--- config.mk ---
export PLATFORM = sky130hd
export DESIGN_NAME = adc_serial_capture
export DESIGN_NICKNAME = d
export VERILOG_FILES = /design/src/rtl/adc_serial_capture.sv
export SDC_FILE = /design/constraint.sdc
export NUM_CORES = 1
export LEC_CHECK = 0
export BUFFER_PORTS_ARGS = -buffer_cell sky130_fd_sc_hd__buf_2
export CORE_ASPECT_RATIO = 1.4
export CORE_MARGIN = 1
export CORE_UTILIZATION = 30
export CTS_BUF_LIST = sky130_fd_sc_hd__clkbuf_8
export DETAILED_ROUTE_END_ITERATION = 10
export SKIP_CTS_REPAIR_TIMING = 1
export SYNTH_ARGS = -nofsm -noshare
export SYNTH_HDL_FRONTEND = slang
export SYNTH_SLANG_ARGS = --single-unit
--- constraint.sdc ---
create_clock -name adc_clk -period 4.8 [get_ports adc_clk]
set_input_delay 0.48 -clock adc_clk [delete_from_list [all_inputs] [get_ports adc_clk]]
set_output_delay 0.48 -clock adc_clk [all_outputs]
set_load 0.005 [all_outputs]
--- src/rtl/adc_serial_capture.sv ---
// Serial ADC front-end: drives CNV and a gated SCK burst, then deserialises
// four SDO lanes into one {ch4,ch3,ch2,ch1} sample word per conversion.
module adc_serial_capture #(
  parameter int CNV_HIGH    = 2,
  parameter int CONV_CYCLES = 45,
  parameter int SCK_HALF    = 1,
  parameter int DATA_BITS   = 16
) (
  input  logic                   adc_clk,
  input  logic                   adc_rst_n,
  input  logic                   enable,
  input  logic [31:0]            sample_period,
  output logic                   adc_CNV,
  output logic                   adc_SCK,
  input  logic                   adc_SDO1,
  input  logic                   adc_SDO2,
  input  logic                   adc_SDO3,
  input  logic                   adc_SDO4,
  output logic [4*DATA_BITS-1:0] sample_data,
  output logic                   sample_valid,
  output logic                   busy,
  output logic [31:0]            frame_cnt
);

  localparam int FRAME_LEN = CNV_HIGH + CONV_CYCLES + 2 * DATA_BITS * SCK_HALF + 1;
  localparam int BW        = $clog2(DATA_BITS + 1);

  localparam logic [31:0]   FRAME_LEN_W = 32'(FRAME_LEN);
  localparam logic [31:0]   CNV_LAST    = 32'(CNV_HIGH - 1);
  localparam logic [31:0]   CONV_LAST   = 32'(CONV_CYCLES - 1);
  localparam logic [31:0]   HALF_LAST   = 32'(SCK_HALF - 1);
  localparam logic [BW-1:0] BIT_LAST    = BW'(DATA_BITS - 1);

  localparam logic [2:0] S_IDLE  = 3'd0;
  localparam logic [2:0] S_CNV   = 3'd1;
  localparam logic [2:0] S_CONV  = 3'd2;
  localparam logic [2:0] S_SHIFT = 3'd3;
  localparam logic [2:0] S_DONE  = 3'd4;
  localparam logic [2:0] S_WAIT  = 3'd5;

  logic [2:0]           state, state_nxt;
  logic [31:0]          step_cnt;
  logic                 sck_high;
  logic [BW-1:0]        bit_cnt;
  logic [31:0]          per_cnt;
  logic [31:0]          period_q;
  logic [31:0]          period_target;
  logic [3:0]           sdo_q;
  logic [DATA_BITS-1:0] lane_sr [4];

  logic enter_cnv, enter_shift, half_end, frame_end;

  // Short or zero periods collapse to the natural frame length.
  always_comb begin
    // NOTE: every always_comb output gets a default first so no path can infer a latch.
    period_target = FRAME_LEN_W - 32'd1;
    if (period_q > FRAME_LEN_W)
      period_target = period_q - 32'd1;
  end

  assign half_end  = (state == S_SHIFT) && (step_cnt == HALF_LAST);
  assign frame_end = half_end && !sck_high && (bit_cnt == BIT_LAST);

  always_comb begin
    state_nxt = state;
    case (state)
      S_IDLE:  if (enable) state_nxt = S_CNV;
      S_CNV:   if (step_cnt == CNV_LAST) state_nxt = S_CONV;
      S_CONV:  if (step_cnt == CONV_LAST) state_nxt = S_SHIFT;
      S_SHIFT: if (frame_end) state_nxt = S_DONE;
      // Back-to-back frames leave DONE straight for CNV so CNV repeats every FRAME_LEN.
      S_DONE:  state_nxt = (enable && per_cnt >= period_target) ? S_CNV : S_WAIT;
      S_WAIT: begin
        if (!enable)
          state_nxt = S_IDLE;
        else if (per_cnt >= period_target)
          state_nxt = S_CNV;
      end
      default: state_nxt = S_IDLE;
    endcase
  end

  assign enter_cnv   = (state_nxt == S_CNV) && (state != S_CNV);
  assign enter_shift = (state_nxt == S_SHIFT) && (state != S_SHIFT);

  // Control: state, phase timers and the frame period counter.
  always_ff @(posedge adc_clk or negedge adc_rst_n) begin
    if (!adc_rst_n) begin
      state    <= S_IDLE;
      step_cnt <= '0;
      sck_high <= 1'b0;
      bit_cnt  <= '0;
      per_cnt  <= '0;
      period_q <= '0;
    end else begin
      // NOTE: sequential state uses non-blocking assignments so every register samples pre-edge values.
      state <= state_nxt;

      if (state_nxt != state || half_end)
        step_cnt <= '0;
      else
        step_cnt <= step_cnt + 32'd1;

      if (enter_cnv) begin
        per_cnt  <= '0;
        period_q <= sample_period;
      end else if (per_cnt != '1) begin
        per_cnt <= per_cnt + 32'd1;
      end

      if (enter_shift) begin
        sck_high <= 1'b1;
        bit_cnt  <= '0;
      end else if (half_end) begin
        sck_high <= ~sck_high;
        if (!sck_high)
          bit_cnt <= bit_cnt + BW'(1);
      end
    end
  end

  // Datapath: lane deserialisers and the delivered sample word.
  always_ff @(posedge adc_clk or negedge adc_rst_n) begin
    if (!adc_rst_n) begin
      // NOTE: the small lane array is reset too, so no X can ever reach sample_data.
      for (int i = 0; i < 4; i++) lane_sr[i] <= '0;
      sdo_q        <= '0;
      sample_data  <= '0;
      sample_valid <= 1'b0;
      frame_cnt    <= '0;
    end else begin
      sdo_q        <= {adc_SDO4, adc_SDO3, adc_SDO2, adc_SDO1};
      sample_valid <= 1'b0;

      // Capture on the last cycle of each SCK high phase, MSB first.
      if (half_end && sck_high) begin
        for (int i = 0; i < 4; i++)
          lane_sr[i] <= {lane_sr[i][DATA_BITS-2:0], sdo_q[i]};
      end

      if (state == S_IDLE && enable)
        frame_cnt <= '0;

      if (frame_end) begin
        sample_data  <= {lane_sr[3], lane_sr[2], lane_sr[1], lane_sr[0]};
        sample_valid <= 1'b1;
        frame_cnt    <= frame_cnt + 32'd1;
      end
    end
  end

  assign adc_CNV = (state == S_CNV);
  assign adc_SCK = (state == S_SHIFT) && sck_high;
  assign busy    = (state != S_IDLE);

endmodule

# Yosys cells after proc, flatten, opt, wreduce, memory -nomap -nowiden
# Cells that the tools add are included.
[op_classes]
bitwise_logic = 1
magnitude_cmp = 2
reduce_logical = 18
n_addsub = 5
n_mux = 20
eq_ne = 15
[op_table]
columns = ["operator", "n"]
rows = [
  ["two-way mux 32 bit", 6],
  ["adder 32 x 1 -> 32 bit, second input constant", 3],
  ["== test 32 x 1 -> 1 bit, second input constant", 1],
  ["== test 32 x 6 -> 1 bit, second input constant", 1],
  [">= comparator 32 bit", 1],
  ["greater-than comparator 32 x 7 -> 1 bit, second input constant", 1],
  ["logical NOT 32 bit", 1],
  ["inequality test 32 bit, second input constant", 1],
  ["subtractor 32 x 1 -> 32 bit, second input constant", 1],
  ["two-way mux 3 bit", 7],
  ["case mux 3 bit (6 select lines)", 1],
  ["two-way mux 5 bit", 3],
  ["== test 3 x 2 -> 1 bit, second input constant", 3],
  ["logical AND 1 bit", 9],
  ["== test 3 x 1 -> 1 bit, second input constant", 2],
  ["== test 3 bit, second input constant", 2],
  ["nonzero test 2 bit", 3],
  ["adder 5 x 1 -> 5 bit, second input constant", 1],
  ["== test 5 x 4 -> 1 bit, second input constant", 1],
  ["logical NOT 3 bit", 1],
  ["two-way mux 1 bit", 3],
  ["inequality test 3 x 1 -> 1 bit, second input constant", 1],
  ["inequality test 3 x 2 -> 1 bit, second input constant", 1],
  ["inequality test 3 bit", 1],
  ["6 further kinds", 6],
]
[word_totals]
reg_bits = 270
output_inout_bits = 100
elab_cells = 75

# Longest topological paths before layout
[logic_depth]
ltp_word = 10
depth_mapped = 17
mapped_depth_nobuf = 14

# Worst setup path before layout
# No wires, ideal clock.
[synth_timing]
path_kind = "flip-flop to flip-flop"
from = "register period_q[17]"
to = "register period_q[26]"
t_arrival_ps = 3922
setup_slack_ps = 751
path_buffers = 3
required_ps = 4673
stages_incl_launch_ff = 16
setup_time_ps = 127
cell_sequence = "dfrtp_1 > or4_1 > nor4_2 > nand3_1 > nand4bb_1 > clkbuf_1 > and2_1 > ha_1 > nand2_1 > or3_1 > o32a_1 > a21oi_2 > o2111a_1 > buf_6 > buf_12 > mux2_1"
[synth_via]
elab_chain_cells = 8
elab_cells_between_ends = 11
cone_classes = "add/sub (1); order compare (2); eq/ne (1); mux (5); reduce/logical (2)"
[synth_lines]
columns = ["item", "line", "source"]
rows = [
  ["start, declared", "46", "logic [31:0] period_q;"],
  ["start signal, assigned", "106", "period_q <= sample_period;"],
  ["subtractor 32 x 1 -> 32 bit / greater-than comparator 32 x 7 -> 1 bit (equally long branches)", "58, 57", ""],
  ["two-way mux 32 bit (*)", "57", "if (period_q > FRAME_LEN_W)"],
  [">= comparator 32 bit (*)", "72, 76", ""],
  ["two-way mux 3 bit / logical AND 1 bit (equally long branches)", "76, 72", ""],
  ["two-way mux 3 bit (on tied branches)", "74, 72", ""],
  ["case mux 3 bit (6 select lines) (*)", "66", "case (state)"],
  ["== test 3 x 1 -> 1 bit (*)", "83", "assign enter_cnv = (state_nxt == S_CNV) && (state != S_CNV);"],
  ["logical AND 1 bit (*)", "83", ""],
]
# Mark *: on every way between the ends. The rest lies on a longest branch, timed or not.
# A chain may end at the register's enable or synchronous reset.

# Final worst setup path
[layout_timing]
from = "register period_q[17]"
to = "register period_q[1]"
# The elaborated chain is that of the path after synthesis.

==> results.toml <==
[run_status]
status = "finished, violations left"
violations = "hold timing"

[place]
gp_congestion = 0.8161
port_buffers = 138
hpwl_mm = 19.82
placed_area_mm2 = 0.01433

[setup_path]
crit_fanout = 32
critPathKind = "reg2reg"
end_kind = "flop"
arrival_ns = 4.83
crit_path_start_kind = "flop"
required_ns = 5.25

[power]
p_leak_uw = 0.007562
vdd.ir_drop.worst_uv = 260.7
power_density_mw_per_mm2 = 471.0

[yosys]
async_flop_share_pct = 100.0
synthAdderAreaFrac_pct = 4.003
netlist_area_mm2 = 0.01307
synth-compound-area-share_pct = 4.951
synth-edff-count = 0
ys_seq_area_share_pct = 51.71
synth_area_leaders = "dfrtp_1 52%, nand2_1 8.1%, mux2_2 6.1%"
synth_flop_cell = "dfrtp_1"
yosys.area.top_type = "dfrtp_1"
yosysWarnings = 0
synthMuxAreaShare_pct = 9.461
ys_ff_latch = 270
syn_nets = 1335
synthXorXnorAreaFrac_pct = 6.033
synth.avg_cell_area_um2 = 10.41
synthSimpleGateAreaFrac_pct = 20.91
synth_top_family_by_area = "simple AND/OR/NAND/NOR gates"
synthDominantCellAreaShare_pct = 51.71
ys_types = 59
synth_cells = 1255

[drt]
dr.first_iter.drc_count = 509
drc = 0
num_vias = 9741
wirelength_mm = 29.12
vias_per_cell = 4.883
post_drt_wl_per_cell_um = 14.59
drt-pass1-iter-count = 4
ant_nets = 0

[cells_and_area]
finalInstanceArea_mm2 = 0.01528
diodes = 0
final_cell_mix = "281 x nand2_1, 270 x dfrtp_1, 137 x buf_2"
register_area_mm2 = 0.006756
area_growth_syn_to_layout_pct = 16.98
layout_commonest_cell = "nand2_1"
fin_nets = 1489
fill_cells = 4427
multi_input_comb_area_mm2 = 0.005938
layout-drive-gt1-share_pct = 22.73

[clock_network]
clk_latency_ns = 0.59
path_clk_slew_ns = 0.06
clkSinkCount = 270
cts_buffers = 45
cts_tree = "done"
clock_path_buffers = 3
root_buffer = "clkbuf_8"
htreeDepth = 2

[sta]
setup_viol = 0
rsz0062_at_grt = "no"
whs_ns = -0.03282
tns_ns = 0
fin_crit_sh_pct = 91.15
hold_viol_final = 34
max_freq_ghz = 0.2286
drv_slew = 0
timing.slew.headroom_pct = 33.87
period_minus_slack_ns = 4.375
finClkSkew_ns = 0.03473
tightestPinTransition_ns = 0.9766

[floorplanning]
core_area_mm2 = 0.04302
start_util_pct = 30.38
dieArea_mm2 = 0.04440
die_y_um = 248.9
io_pins = 139
num_rows = 90
die_x_um = 178.4

[worst_hold_path]
hold_class = "in2async"

[grt]
grt_antenna_before_repair = 0
grt_pass1_vias = 9590
grt_max_degree = 123
grt_use_total_pct = 13.18
grt_pass1_wl_mm = 48.18
grt_overflow = 0

[run]
maxCapViolCount = 0
## registers in the layout, summed over array words and instances, names as in the netlist
signal        count
lane_sr          64
sck_high          1
sample_valid      1
sdo_q             4
state             3
sample_data      64
frame_cnt        32
bit_cnt           5
period_q         32
per_cnt          32
step_cnt         32
## critical path, stage by stage (launching register included)
cell	delay [ns]
dfrtp_1	0.41
or4_1	0.62
nor4_2	0.30
nand2_1	0.21
nor4_1	0.36
xor2_1	0.18
nand2_1	0.08
ha_1	0.30
nand4_1	0.12
nor4_1	0.46
nand4_1	0.17
a21oi_2	0.18
o2111a_2	0.27
buf_12	0.23
mux2_2	0.36
## layer usage
metal / vias to the layer above / wire length, µm / track usage (%)
li1: 4697 / - / -
met1: 4781 / 12700 / 16.32
met2: 203 / 14330 / 22.41
met3: 60 / 1287 / 2.534
met4: 0 / 794 / 4.891
met5: - / 0 / 0
## synth_stat cells, types with 22 or more instances
cell     number
dfrtp_1     270
nand2_1     281
xnor2_1      31
o21ai_0      22
nand3_1      45
a21oi_1      24
nor3_1       61
nor2_1       60
xor2_1       59
ha_1         41
nand4_1      42
mux2_2       71
## through the flow
step | instances | hold slack, ns | total power, µW | util (%) | setup WS [ns]
CTS | 1991 | -0.04737 | 7306 | 35.44 | 0.4001
global placement | 1910 | 0.4532 | 5118 | 33.30 | 0.4819
finish | 1995 | -0.03282 | 7199 | 35.53 | 0.4247
floorplan | 1255 | 0.1844 | 4589 | - | 0.7508
detailed placement | 1910 | 0.4574 | 5207 | 33.30 | 0.4086
global route | 1995 | 0.04908 | 7703 | 35.53 | 0.06451
## power by group
| group | leakage (µW) | total (µW) | internal [µW] | switching, µW |
|---|---|---|---|---|
| Sequential | 0.00362 | 3280 | 2720 | 555 |
| Combinational | 0.00342 | 1890 | 945 | 942 |
| Clock | 0.000523 | 2040 | 1080 | 957 |
| Total | 0.00756 | 7200 | 4750 | 2450 |
## path summary, 6_finish.rpt
path | from | endpoint | slack, ns | depth (start not counted)
max in group asynchronous | adc_rst_n | step_cnt[0] | 3.63 | 2
worst max register to register | period_q[17] | period_q[1] | 0.42 | 14
worst max-delay path | period_q[17] | period_q[1] | 0.42 | 14
min in group adc_clk | sample_period[28] | period_q[28] | 0.12 | 2
worst min register to register | lane_sr[47] | sample_data[31] | 0.46 | 2
worst min-delay path | adc_rst_n | sample_data[38] | -0.03 | 1
## area by class of cell
class	count	area share (%)
flip-flops and latches	270	44.20
multi-input cells	914	38.85
repair buffers	160	5.976
clock buffers	57	5.133
well taps	552	4.519
clock inverters	24	0.8759
inverters	18	0.4420
## logic make-up (layout without fill, tap and decap cells)
| group | count (synthesis) | after routing |
|---|---|---|
| simple gates | 578 | 578 |
| flops | 270 | 270 |
| mux | 104 | 104 |
| compound gates | 100 | 100 |
| xor+xnor | 90 | 90 |
| buf+inv | 71 | 259 |
| fa+ha+maj | 42 | 42 |
Note: power is estimated with default switching activity, not from simulation.
